File: config.mk
export PLATFORM = sky130hd
export DESIGN_NAME = telemetry_frame_scheduler_flat
export DESIGN_NICKNAME = d
export VERILOG_FILES = /design/src/rtl/telemetry_pkg.sv /design/src/rtl/telemetry_frame_scheduler_if.sv /design/src/rtl/telemetry_frame_scheduler_rr_arbiter.sv /design/src/rtl/telemetry_frame_scheduler.sv /design/src/flat_wrapper.sv
export SDC_FILE = /design/constraint.sdc
export NUM_CORES = 1
export LEC_CHECK = 0
export CAP_MARGIN = 10
export CORE_ASPECT_RATIO = 1.75
export CORE_MARGIN = 5
export CORE_UTILIZATION = 50
export CTS_CLUSTER_DIAMETER = 60
export CTS_CLUSTER_SIZE = 24
export DETAILED_ROUTE_END_ITERATION = 10
export GPL_ROUTABILITY_DRIVEN = 0
export PLACE_DENSITY = 0.92
export SKIP_CTS_REPAIR_TIMING = 1
export SLEW_MARGIN = 20
export SYNTH_ARGS = -nofsm -noshare
export SYNTH_HDL_FRONTEND = slang
export SYNTH_SLANG_ARGS = --single-unit
export TNS_END_PERCENT = 30
File: constraint.sdc
create_clock -name clk -period 8.3 [get_ports clk]
set_clock_uncertainty 0.15 [all_clocks]
set_input_delay 2.49 -clock clk [delete_from_list [all_inputs] [get_ports clk]]
set_output_delay 2.49 -clock clk [all_outputs]
set_load 0.01 [all_outputs]
File: src/rtl/telemetry_pkg.sv
// Shared definitions for the telemetry frame scheduler: sync byte, frame FSM
// states and the running checksum helper.
package telemetry_pkg;

    localparam logic [7:0] SYNC_BYTE = 8'hA5;

    typedef enum logic [2:0] {
        ST_IDLE    = 3'd0,
        ST_SYNC    = 3'd1,
        ST_ID      = 3'd2,
        ST_LEN     = 3'd3,
        ST_PAYLOAD = 3'd4,
        ST_CHK     = 3'd5
    } frame_state_t;

    // Checksum is a plain modulo-256 byte sum.
    function automatic logic [7:0] chk_add(input logic [7:0] sum, input logic [7:0] b);
        return sum + b;
    endfunction

endpackage

File: src/rtl/telemetry_frame_scheduler_if.sv
// Source-side and TX-FIFO-side signals of the telemetry frame scheduler.
interface telemetry_frame_scheduler_if #(
    parameter int NUM_SRC = 4
);

    // Handshake: a byte is transferred on every cycle with fifo_wr_en=1, and the
    // scheduler only raises fifo_wr_en when fifo_full=0 in that same cycle.
    // src_pop[i]=1 marks the cycle in which source i's src_data byte is taken;
    // the source must present its next byte on the following cycle.
    logic [NUM_SRC-1:0]   src_req;
    logic [NUM_SRC*8-1:0] src_len;
    logic [NUM_SRC*8-1:0] src_data;
    logic [NUM_SRC-1:0]   src_pop;
    logic                 fifo_full;
    logic                 fifo_wr_en;
    logic [7:0]           fifo_wr_data;

    modport master (
        input  src_req, src_len, src_data, fifo_full,
        output src_pop, fifo_wr_en, fifo_wr_data
    );

    modport slave (
        output src_req, src_len, src_data, fifo_full,
        input  src_pop, fifo_wr_en, fifo_wr_data
    );

endinterface

File: src/rtl/telemetry_frame_scheduler_rr_arbiter.sv
// Combinational round-robin pick: searches upward from last_grant+1, wrapping.
module rr_arbiter #(
    parameter  int NUM_SRC = 4,
    localparam int IDX_W   = $clog2(NUM_SRC)
) (
    input  logic [NUM_SRC-1:0] req,
    input  logic [IDX_W-1:0]   last_grant,
    output logic [NUM_SRC-1:0] pick,
    output logic [IDX_W-1:0]   pick_idx,
    output logic               pick_valid
);
    import telemetry_pkg::*;

    int               cand;
    logic [IDX_W-1:0] cand_idx;

    always_comb begin
        pick       = '0;
        pick_idx   = '0;
        pick_valid = 1'b0;
        cand       = 0;
        cand_idx   = '0;
        for (int off = 1; off <= NUM_SRC; off++) begin
            cand     = (int'(last_grant) + off) % NUM_SRC;
            cand_idx = IDX_W'(cand);
            if (!pick_valid && req[cand_idx]) begin
                pick_valid     = 1'b1;
                pick[cand_idx] = 1'b1;
                pick_idx       = cand_idx;
            end
        end
    end

endmodule

File: src/rtl/telemetry_frame_scheduler.sv
// Round-robin telemetry packetizer: frames one granted source as
// SYNC, ID, LEN, payload, CHK into the UART TX FIFO under backpressure.
module telemetry_frame_scheduler #(
    parameter int         NUM_SRC   = 4,
    parameter int         MAX_LEN   = 16,
    parameter logic [7:0] SYNC_BYTE = telemetry_pkg::SYNC_BYTE
) (
    input  logic                          clk,
    input  logic                          rst,
    telemetry_frame_scheduler_if.master   bus,
    output logic [NUM_SRC-1:0]            grant,
    output logic                          frame_done,
    output logic                          busy,
    output telemetry_pkg::frame_state_t   dbg_state
);
    import telemetry_pkg::*;

    localparam int         IDX_W     = $clog2(NUM_SRC);
    localparam logic [7:0] MAX_LEN_B = 8'(MAX_LEN);

    frame_state_t       state_q, state_d;
    logic [IDX_W-1:0]   cur_id_q, cur_id_d;
    logic [7:0]         cur_len_q, cur_len_d;
    logic [7:0]         byte_cnt_q, byte_cnt_d;
    logic [7:0]         chk_q, chk_d;
    logic [IDX_W-1:0]   last_grant_q, last_grant_d;
    logic [NUM_SRC-1:0] grant_q, grant_d;

    logic [NUM_SRC-1:0] arb_pick;
    logic [IDX_W-1:0]   arb_idx;
    logic               arb_valid;
    logic               write_ok;
    logic [7:0]         len_arr  [NUM_SRC];
    logic [7:0]         data_arr [NUM_SRC];
    logic [7:0]         req_len;

    for (genvar i = 0; i < NUM_SRC; i++) begin : g_slice
        assign len_arr[i]  = bus.src_len[8*i +: 8];
        assign data_arr[i] = bus.src_data[8*i +: 8];
    end

    rr_arbiter #(.NUM_SRC(NUM_SRC)) u_rr_arbiter (
        .req        (bus.src_req),
        .last_grant (last_grant_q),
        .pick       (arb_pick),
        .pick_idx   (arb_idx),
        .pick_valid (arb_valid)
    );

    assign write_ok  = !bus.fifo_full;
    assign req_len   = (len_arr[arb_idx] > MAX_LEN_B) ? MAX_LEN_B : len_arr[arb_idx];
    assign grant     = grant_q;
    assign busy      = (state_q != ST_IDLE);
    assign dbg_state = state_q;

    always_ff @(posedge clk or posedge rst) begin
        if (rst) begin
            state_q      <= ST_IDLE;
            cur_id_q     <= '0;
            cur_len_q    <= '0;
            byte_cnt_q   <= '0;
            chk_q        <= '0;
            last_grant_q <= IDX_W'(NUM_SRC - 1);
            grant_q      <= '0;
        end else begin
            state_q      <= state_d;
            cur_id_q     <= cur_id_d;
            cur_len_q    <= cur_len_d;
            byte_cnt_q   <= byte_cnt_d;
            chk_q        <= chk_d;
            last_grant_q <= last_grant_d;
            grant_q      <= grant_d;
        end
    end

    always_comb begin
        state_d          = state_q;
        cur_id_d         = cur_id_q;
        cur_len_d        = cur_len_q;
        byte_cnt_d       = byte_cnt_q;
        chk_d            = chk_q;
        last_grant_d     = last_grant_q;
        grant_d          = grant_q;
        bus.fifo_wr_en   = 1'b0;
        bus.fifo_wr_data = '0;
        bus.src_pop      = '0;
        frame_done       = 1'b0;

        case (state_q)
            ST_IDLE: begin
                if (arb_valid) begin
                    cur_id_d   = arb_idx;
                    cur_len_d  = req_len;
                    byte_cnt_d = '0;
                    chk_d      = '0;
                    grant_d    = arb_pick;
                    state_d    = ST_SYNC;
                end
            end
            ST_SYNC: begin
                bus.fifo_wr_data = SYNC_BYTE;
                if (write_ok) begin
                    bus.fifo_wr_en = 1'b1;
                    state_d        = ST_ID;
                end
            end
            ST_ID: begin
                bus.fifo_wr_data = 8'(cur_id_q);
                if (write_ok) begin
                    bus.fifo_wr_en = 1'b1;
                    state_d        = ST_LEN;
                end
            end
            ST_LEN: begin
                bus.fifo_wr_data = cur_len_q;
                if (write_ok) begin
                    bus.fifo_wr_en = 1'b1;
                    state_d        = (cur_len_q != 8'd0) ? ST_PAYLOAD : ST_CHK;
                end
            end
            ST_PAYLOAD: begin
                bus.fifo_wr_data = data_arr[cur_id_q];
                if (write_ok) begin
                    bus.fifo_wr_en = 1'b1;
                    bus.src_pop    = grant_q;
                    byte_cnt_d     = byte_cnt_q + 8'd1;
                    if (byte_cnt_q == cur_len_q - 8'd1) begin
                        state_d = ST_CHK;
                    end
                end
            end
            ST_CHK: begin
                bus.fifo_wr_data = chk_q;
                if (write_ok) begin
                    bus.fifo_wr_en = 1'b1;
                    frame_done     = 1'b1;
                    last_grant_d   = cur_id_q;
                    grant_d        = '0;
                    state_d        = ST_IDLE;
                end
            end
            default: state_d = ST_IDLE;
        endcase

        // SYNC and CHK itself stay out of the sum; everything else accepted is added.
        if (bus.fifo_wr_en && state_q != ST_SYNC && state_q != ST_CHK) begin
            chk_d = chk_add(chk_q, bus.fifo_wr_data);
        end
    end

endmodule
File: src/flat_wrapper.sv
// flat-port wrapper written by rule: the top's interface ports become plain ports
module telemetry_frame_scheduler_flat import telemetry_pkg::*;
#(
    parameter int         NUM_SRC   = 4,
    parameter int         MAX_LEN   = 16,
    parameter logic [7:0] SYNC_BYTE = telemetry_pkg::SYNC_BYTE
)
  (clk, rst, grant, frame_done, busy, dbg_state, bus_src_req, bus_src_len, bus_src_data, bus_fifo_full, bus_src_pop, bus_fifo_wr_en, bus_fifo_wr_data);
  telemetry_frame_scheduler_if #(.NUM_SRC(NUM_SRC)) bus_i ();
  input  logic clk;
  input  logic rst;
  output logic [NUM_SRC-1:0] grant;
  output logic frame_done;
  output logic busy;
  output telemetry_pkg::frame_state_t dbg_state;
  input wire logic [$bits(bus_i.src_req)-1:0] bus_src_req;
  input wire logic [$bits(bus_i.src_len)-1:0] bus_src_len;
  input wire logic [$bits(bus_i.src_data)-1:0] bus_src_data;
  input wire logic [$bits(bus_i.fifo_full)-1:0] bus_fifo_full;
  output wire logic [$bits(bus_i.src_pop)-1:0] bus_src_pop;
  output wire logic [$bits(bus_i.fifo_wr_en)-1:0] bus_fifo_wr_en;
  output wire logic [$bits(bus_i.fifo_wr_data)-1:0] bus_fifo_wr_data;
  assign bus_i.src_req = bus_src_req;
  assign bus_i.src_len = bus_src_len;
  assign bus_i.src_data = bus_src_data;
  assign bus_i.fifo_full = bus_fifo_full;
  assign bus_src_pop = bus_i.src_pop;
  assign bus_fifo_wr_en = bus_i.fifo_wr_en;
  assign bus_fifo_wr_data = bus_i.fifo_wr_data;
  telemetry_frame_scheduler #(.NUM_SRC(NUM_SRC), .MAX_LEN(MAX_LEN), .SYNC_BYTE(SYNC_BYTE)) u_core (.clk(clk), .rst(rst), .bus(bus_i), .grant(grant), .frame_done(frame_done), .busy(busy), .dbg_state(dbg_state));
endmodule
Yosys cells after proc, flatten, opt, wreduce, memory -nomap -nowiden
Index checks and enable logic that the tools add are counted.

storage, ports and cells
  flip-flop bits (word level) = 35
  bits of input ports = 71
  output and inout bits = 22
  word-level logic and storage cells = 130

operators by class
  $add $sub $neg = 7
  magnitude comparators = 11
  equality and inequality tests = 15
  mux-type cells = 58
  bitwise logic cells = 6
  reductions and logical operators = 26

operators by type and width
  cell                 number
  $mux 8               9
  $pmux 8 s5           1
  $bmux 8 s2           2
  $mux 4               8
  $mux 3               7
  $pmux 3 s6           1
  $mux 1               16
  $pmux 8 s2           1
  $lt 2x3->1 const B   4
  $or 4x4->4           3
  $ne 2x2->1 const B   5
  $logic_and 1x1->1    9
  $add 8x1->8 const B  1
  $add 8x8->8          1
  $bmux 1 s2           4
  $demux 1 s2          4
  $eq 8x8->1           1
  $ge 2x1->1 const B   4
  $gt 8x5->1 const B   1
  $mux 2               4
  $pmux 4 s2           1
  $reduce_bool 2->1    4
  $reduce_bool 8->1    1
  $sub 8x1->8 const B  1
  other kinds (18)     30

Logic depth before layout (Yosys ltp)
  word-level depth = 19
  mapped depth = 14
  mapped depth without buffers = 13

Modules after synthesis
Synthesis repeated with hierarchy kept, for this count alone.

unflattened totals
  cell total of the unflattened synthesis = 360
  area total of the unflattened synthesis = 3,165.5 µm²

modules (own cells, without submodules)
  module                     instances  cells each  area an instance (µm²)  sequential area each (µm²)
  telemetry_frame_scheduler  1          274         2,536.2                 878.3
  rr_arbiter                 1          86          629.4                   0.0

Worst setup path before layout
OpenSTA, ideal clock, no wires.

  path type = input port to output port
  from = in bus_src_data[24]
  to = out bus_fifo_wr_data[0]
  arrival time = 3,284 ps
  data required time = 5,660 ps
  slack = 2,376 ps
  stages = 3
  buffers on the path = 0
  path through = mux4_2 > a221oi_1 > a21oi_1

between the ends
  longest elaborated chain between the ends = 4

ends and longest elaborated chain
  what                                       RTL line                          text
  start: declaration                         flat_wrapper.sv:18                input wire logic [$bits(bus_i.src_data)-1:0] bus_src_data;
  $bmux 8 s2                                 telemetry_frame_scheduler.sv:122  bus.fifo_wr_data = data_arr[cur_id_q];
  $mux 8 (implied by the code) (2 in a row)  telemetry_frame_scheduler.sv:122
  $pmux 8 s5                                 telemetry_frame_scheduler.sv:89   case (state_q)
  end: declaration                           flat_wrapper.sv:22                output wire logic [$bits(bus_i.fifo_wr_data)-1:0] bus_fifo_wr_data;

No other way between the ends. The select of a mux whose other input is x is not followed.

Final worst setup path
  from = in bus_fifo_full
  to = out bus_src_pop[3]

between the ends
  longest elaborated chain between the ends = 2

ends and longest elaborated chain
  what                RTL line                          text
  start: declaration  flat_wrapper.sv:19                input wire logic [$bits(bus_i.fifo_full)-1:0] bus_fifo_full;
  $mux 4              telemetry_frame_scheduler.sv:123  if (write_ok) begin
  $mux 4              telemetry_frame_scheduler.sv:89
  end: declaration    flat_wrapper.sv:20                output wire logic [$bits(bus_i.src_pop)-1:0] bus_src_pop;

No other way between the ends.

==> flow_metrics.tcl <==
set metrics [dict create \
    syn-mean-instance-area_um2 9.08 \
    regToRegSetupSlack_ns 4.19 \
    placed_area_mm2 0.00409 \
    drt_iter0_drc 164 \
    post_route_cells_drive_above_1_share_pct 8.58 \
    post_drt_via_cell_ratio 6.04 \
    crit_path_start_kind "input pin" \
    synth-main-ff-cell "dfrtp_1" \
    clk-insertion-delay-late_ns 0.29 \
    yosysUniqueCellTypes 63 \
    ys_top_cells_by_area "dfrtp_1 (26%), mux4_2 (7.9%), ha_1 (6.8%), o21ai_0 (4.6%), mux2i_1 (3.8%)" \
    critPathLaunch "bus_fifo_full" \
    tritoncts_num_sinks 35 \
    route.antenna.remaining_nets 0 \
    timing.final.max_slew_violations 0 \
    crit_fanout 9 \
    clock_tree.root_cell "clkbuf_8" \
    final_cell_count_without_fillers 511 \
    maximum_number_of_pins_on_one_net_before_global_route_repair 36 \
    finalWirelength_um 8860 \
    critical_path.max_stage_delay_ns 0.77 \
    timing.max_cap.violations 0 \
    antenna_cells_inserted 0 \
    worst-setup-path-type "in2out" \
    status "finished clean" \
    final_stage_net_count 519 \
    worst_path_most_repeated_cell "clkdlybuf4s50_1" \
    h_tree_level_count 2 \
    critical_path.endpoint "bus_src_pop[3]" \
    wire_per_inst_um 17.3 \
    synthToLayoutAreaGrowth_pct 32.9 \
    coreArea_mm2 0.00618 \
    regToRegEndpoint "u_core.chk_q[7]$_DFFE_PP0P_" \
    dp_hpwl_um 7070 \
    rr_worst_depth 11 \
    syn_nets 435 \
    mostFrequentLayoutCells "clkdlybuf4s50_1 (92), dfrtp_1 (33), nor2_1 (32), o21ai_0 (29), nand2_1 (18)" \
    slew_headroom_pct 28.2 \
    post_synth_inst_count 346 \
    hold_slack_ns 0.374 \
    power_per_cell_area_mw_per_mm2 326 \
    mostFrequentLayoutCell "clkdlybuf4s50_1" \
    globalRoute.totalOverflow 0 \
    grt_setup_unrepaired "no" \
    worstSetupEndpointType "output pin" \
    first_global_vias 3161 \
    rr_startpoint "u_core.cur_id_q[0]$_DFFE_PP0P_" \
    die_w_um 69.9 \
    ir_worst_vdd_mv 0.309 \
    post-route-period-util_pct 86.5 \
    cp_slowest_cell "nor3_1" \
    final.min_clock_period_ns 7.18 \
    drc 0 \
    fp.dieH_um 115 \
    critPathRequiredTime_ns 5.66 \
    clkTransAtPathRegs_ns 0.07 \
    firstDrtPassIters 5 \
    hold_violations 0 \
    arrival_ns 4.54 \
    cts-buffers-inserted 5 \
    grt_first_pass_wirelength_um 14200 \
    cp_cell_sequence "clkdlybuf4s50_1, nor3_1, and2_1, clkdlybuf4s50_1" \
    min-delay-path-class "reg2reg" \
    ys.warnings.count 0 \
    n_fill_cell 484 \
    clock_tree_buf_depth 2 \
    dp.cells 503 \
    report.final.setup_viol 0 \
    fin_area_mm2 0.00418 \
    port_buffers 92 \
    part_of_the_yosys_area_used_for_sequential_elements_pct 28.0 \
    p_leak_nw 1.71 \
    initial_utilization_pct 50.8 \
    synthesis.area_mm2 0.00314 \
    rows 38 \
    worst_pin_slew_ns 1.08 \
    die_area_mm2 0.00803 \
    num_vias 3086 \
    number_of_antenna_violations_at_the_first_check_in_global_routing 0 \
    cts_tree "built" \
    synth.ff_latch_count 35 \
    ioPinCount 93 \
    synth-edff-count 0 \
    grt_usage_pct 21.6 \
    most_area_hungry_cell_type_in_the_yosys_netlist "dfrtp_1" \
    post-synth-top-area-fraction_pct 26.3 \
    max_clock_freq_ghz 0.139 \
    setup_total_negative_slack_ns 0 \
    postSynth.asyncResetShare_pct 100 \
]
## worst min path at each step
stage / to / cells after the start / start / slack, ns
finish: u_core.chk_q[7]$_DFFE_PP0P_ / 1 / u_core.chk_q[7]$_DFFE_PP0P_ / 0.37
floorplan: u_core.chk_q[7]$_DFFE_PP0P_ / 1 / u_core.chk_q[7]$_DFFE_PP0P_ / 0.33
global placement: u_core.chk_q[7]$_DFFE_PP0P_ / 1 / u_core.chk_q[7]$_DFFE_PP0P_ / 0.35
CTS: u_core.chk_q[7]$_DFFE_PP0P_ / 1 / u_core.chk_q[7]$_DFFE_PP0P_ / 0.38
global route: u_core.chk_q[7]$_DFFE_PP0P_ / 1 / u_core.chk_q[7]$_DFFE_PP0P_ / 0.40
detailed placement: u_core.chk_q[7]$_DFFE_PP0P_ / 1 / u_core.chk_q[7]$_DFFE_PP0P_ / 0.36
## layout make-up
class	count	area, um2	share of cell area (%)
Inverter	13	48.8	1.17
Sequential cell	35	878	21.0
Clock buffer	7	76.3	1.83
Multi-Input combinational cell	281	2130	51.0
Clock inverter	1	5.00	0.120
Tap cell	80	100	2.40
Timing Repair Buffer	94	936	22.4
## state kept, by name, summed over array words and instances, names as in the netlist
name	cells
u_core.byte_cnt_q	8
u_core.chk_q	8
u_core.cur_id_q	2
u_core.cur_len_q	8
u_core.dbg_state	3
u_core.grant	4
u_core.last_grant_q	2
## cells in the mapped netlist, types with 4 or more instances
cell      number
nor3b_1        9
mux4_2        11
nand2b_1       4
nor3_1         9
inv_1         12
clkbuf_1      11
a31oi_1        5
and3b_1        6
o21bai_1       4
mux2_2         4
o21ai_0       29
a21oi_1       13
nor2_1        32
nand3_1       15
dfrtp_1       33
mux2i_1       12
a22oi_1        4
nand2_1       18
a221oi_1       6
xor2_1        12
ha_1          17
and2_1         8
xnor2_1        8
## metrics by stage
stage	total power, mW	util (%)	setup slack (ns)
after CTS	1.35	67.6	1.14
after detailed placement	1.23	66.2	1.14
after floorplan	0.976	-	2.38
after global placement	1.20	66.2	1.20
after global routing	1.46	67.6	0.992
final	1.36	67.6	1.12
## cell families (layout without fill, tap and decap cells)
logic type | after synthesis | in the layout | synth area share (%)
flops | 35 | 35 | 28.0
fa+ha+maj | 18 | 18 | 7.41
compound gates | 96 | 96 | 21.0
xor+xnor | 20 | 20 | 5.58
mux | 27 | 27 | 13.1
buf+inv | 30 | 115 | 4.18
simple gates | 120 | 120 | 20.7
## power breakdown
part | total [mW] | switching, mW | internal, mW
clock network | 0.119 | 0.0601 | 0.0589
registers | 0.345 | 0.119 | 0.227
logic | 0.896 | 0.465 | 0.432
## metal layers
metal | GRT usage [%] | routed length, um | vias to the layer above
met5 | 0 | 0 | -
met4 | 9.34 | 204 | 0
met3 | 2.80 | 483 | 17
met2 | 42.8 | 5010 | 107
met1 | 22.2 | 3160 | 1506
li1 | - | - | 1456
## critical path, delay by kind of cell
kind                   cells  cell delay [ns]
buffers and inverters      2             1.04
and+or+nand+nor            2             1.01
Note: power is estimated with default switching activity, not from simulation.
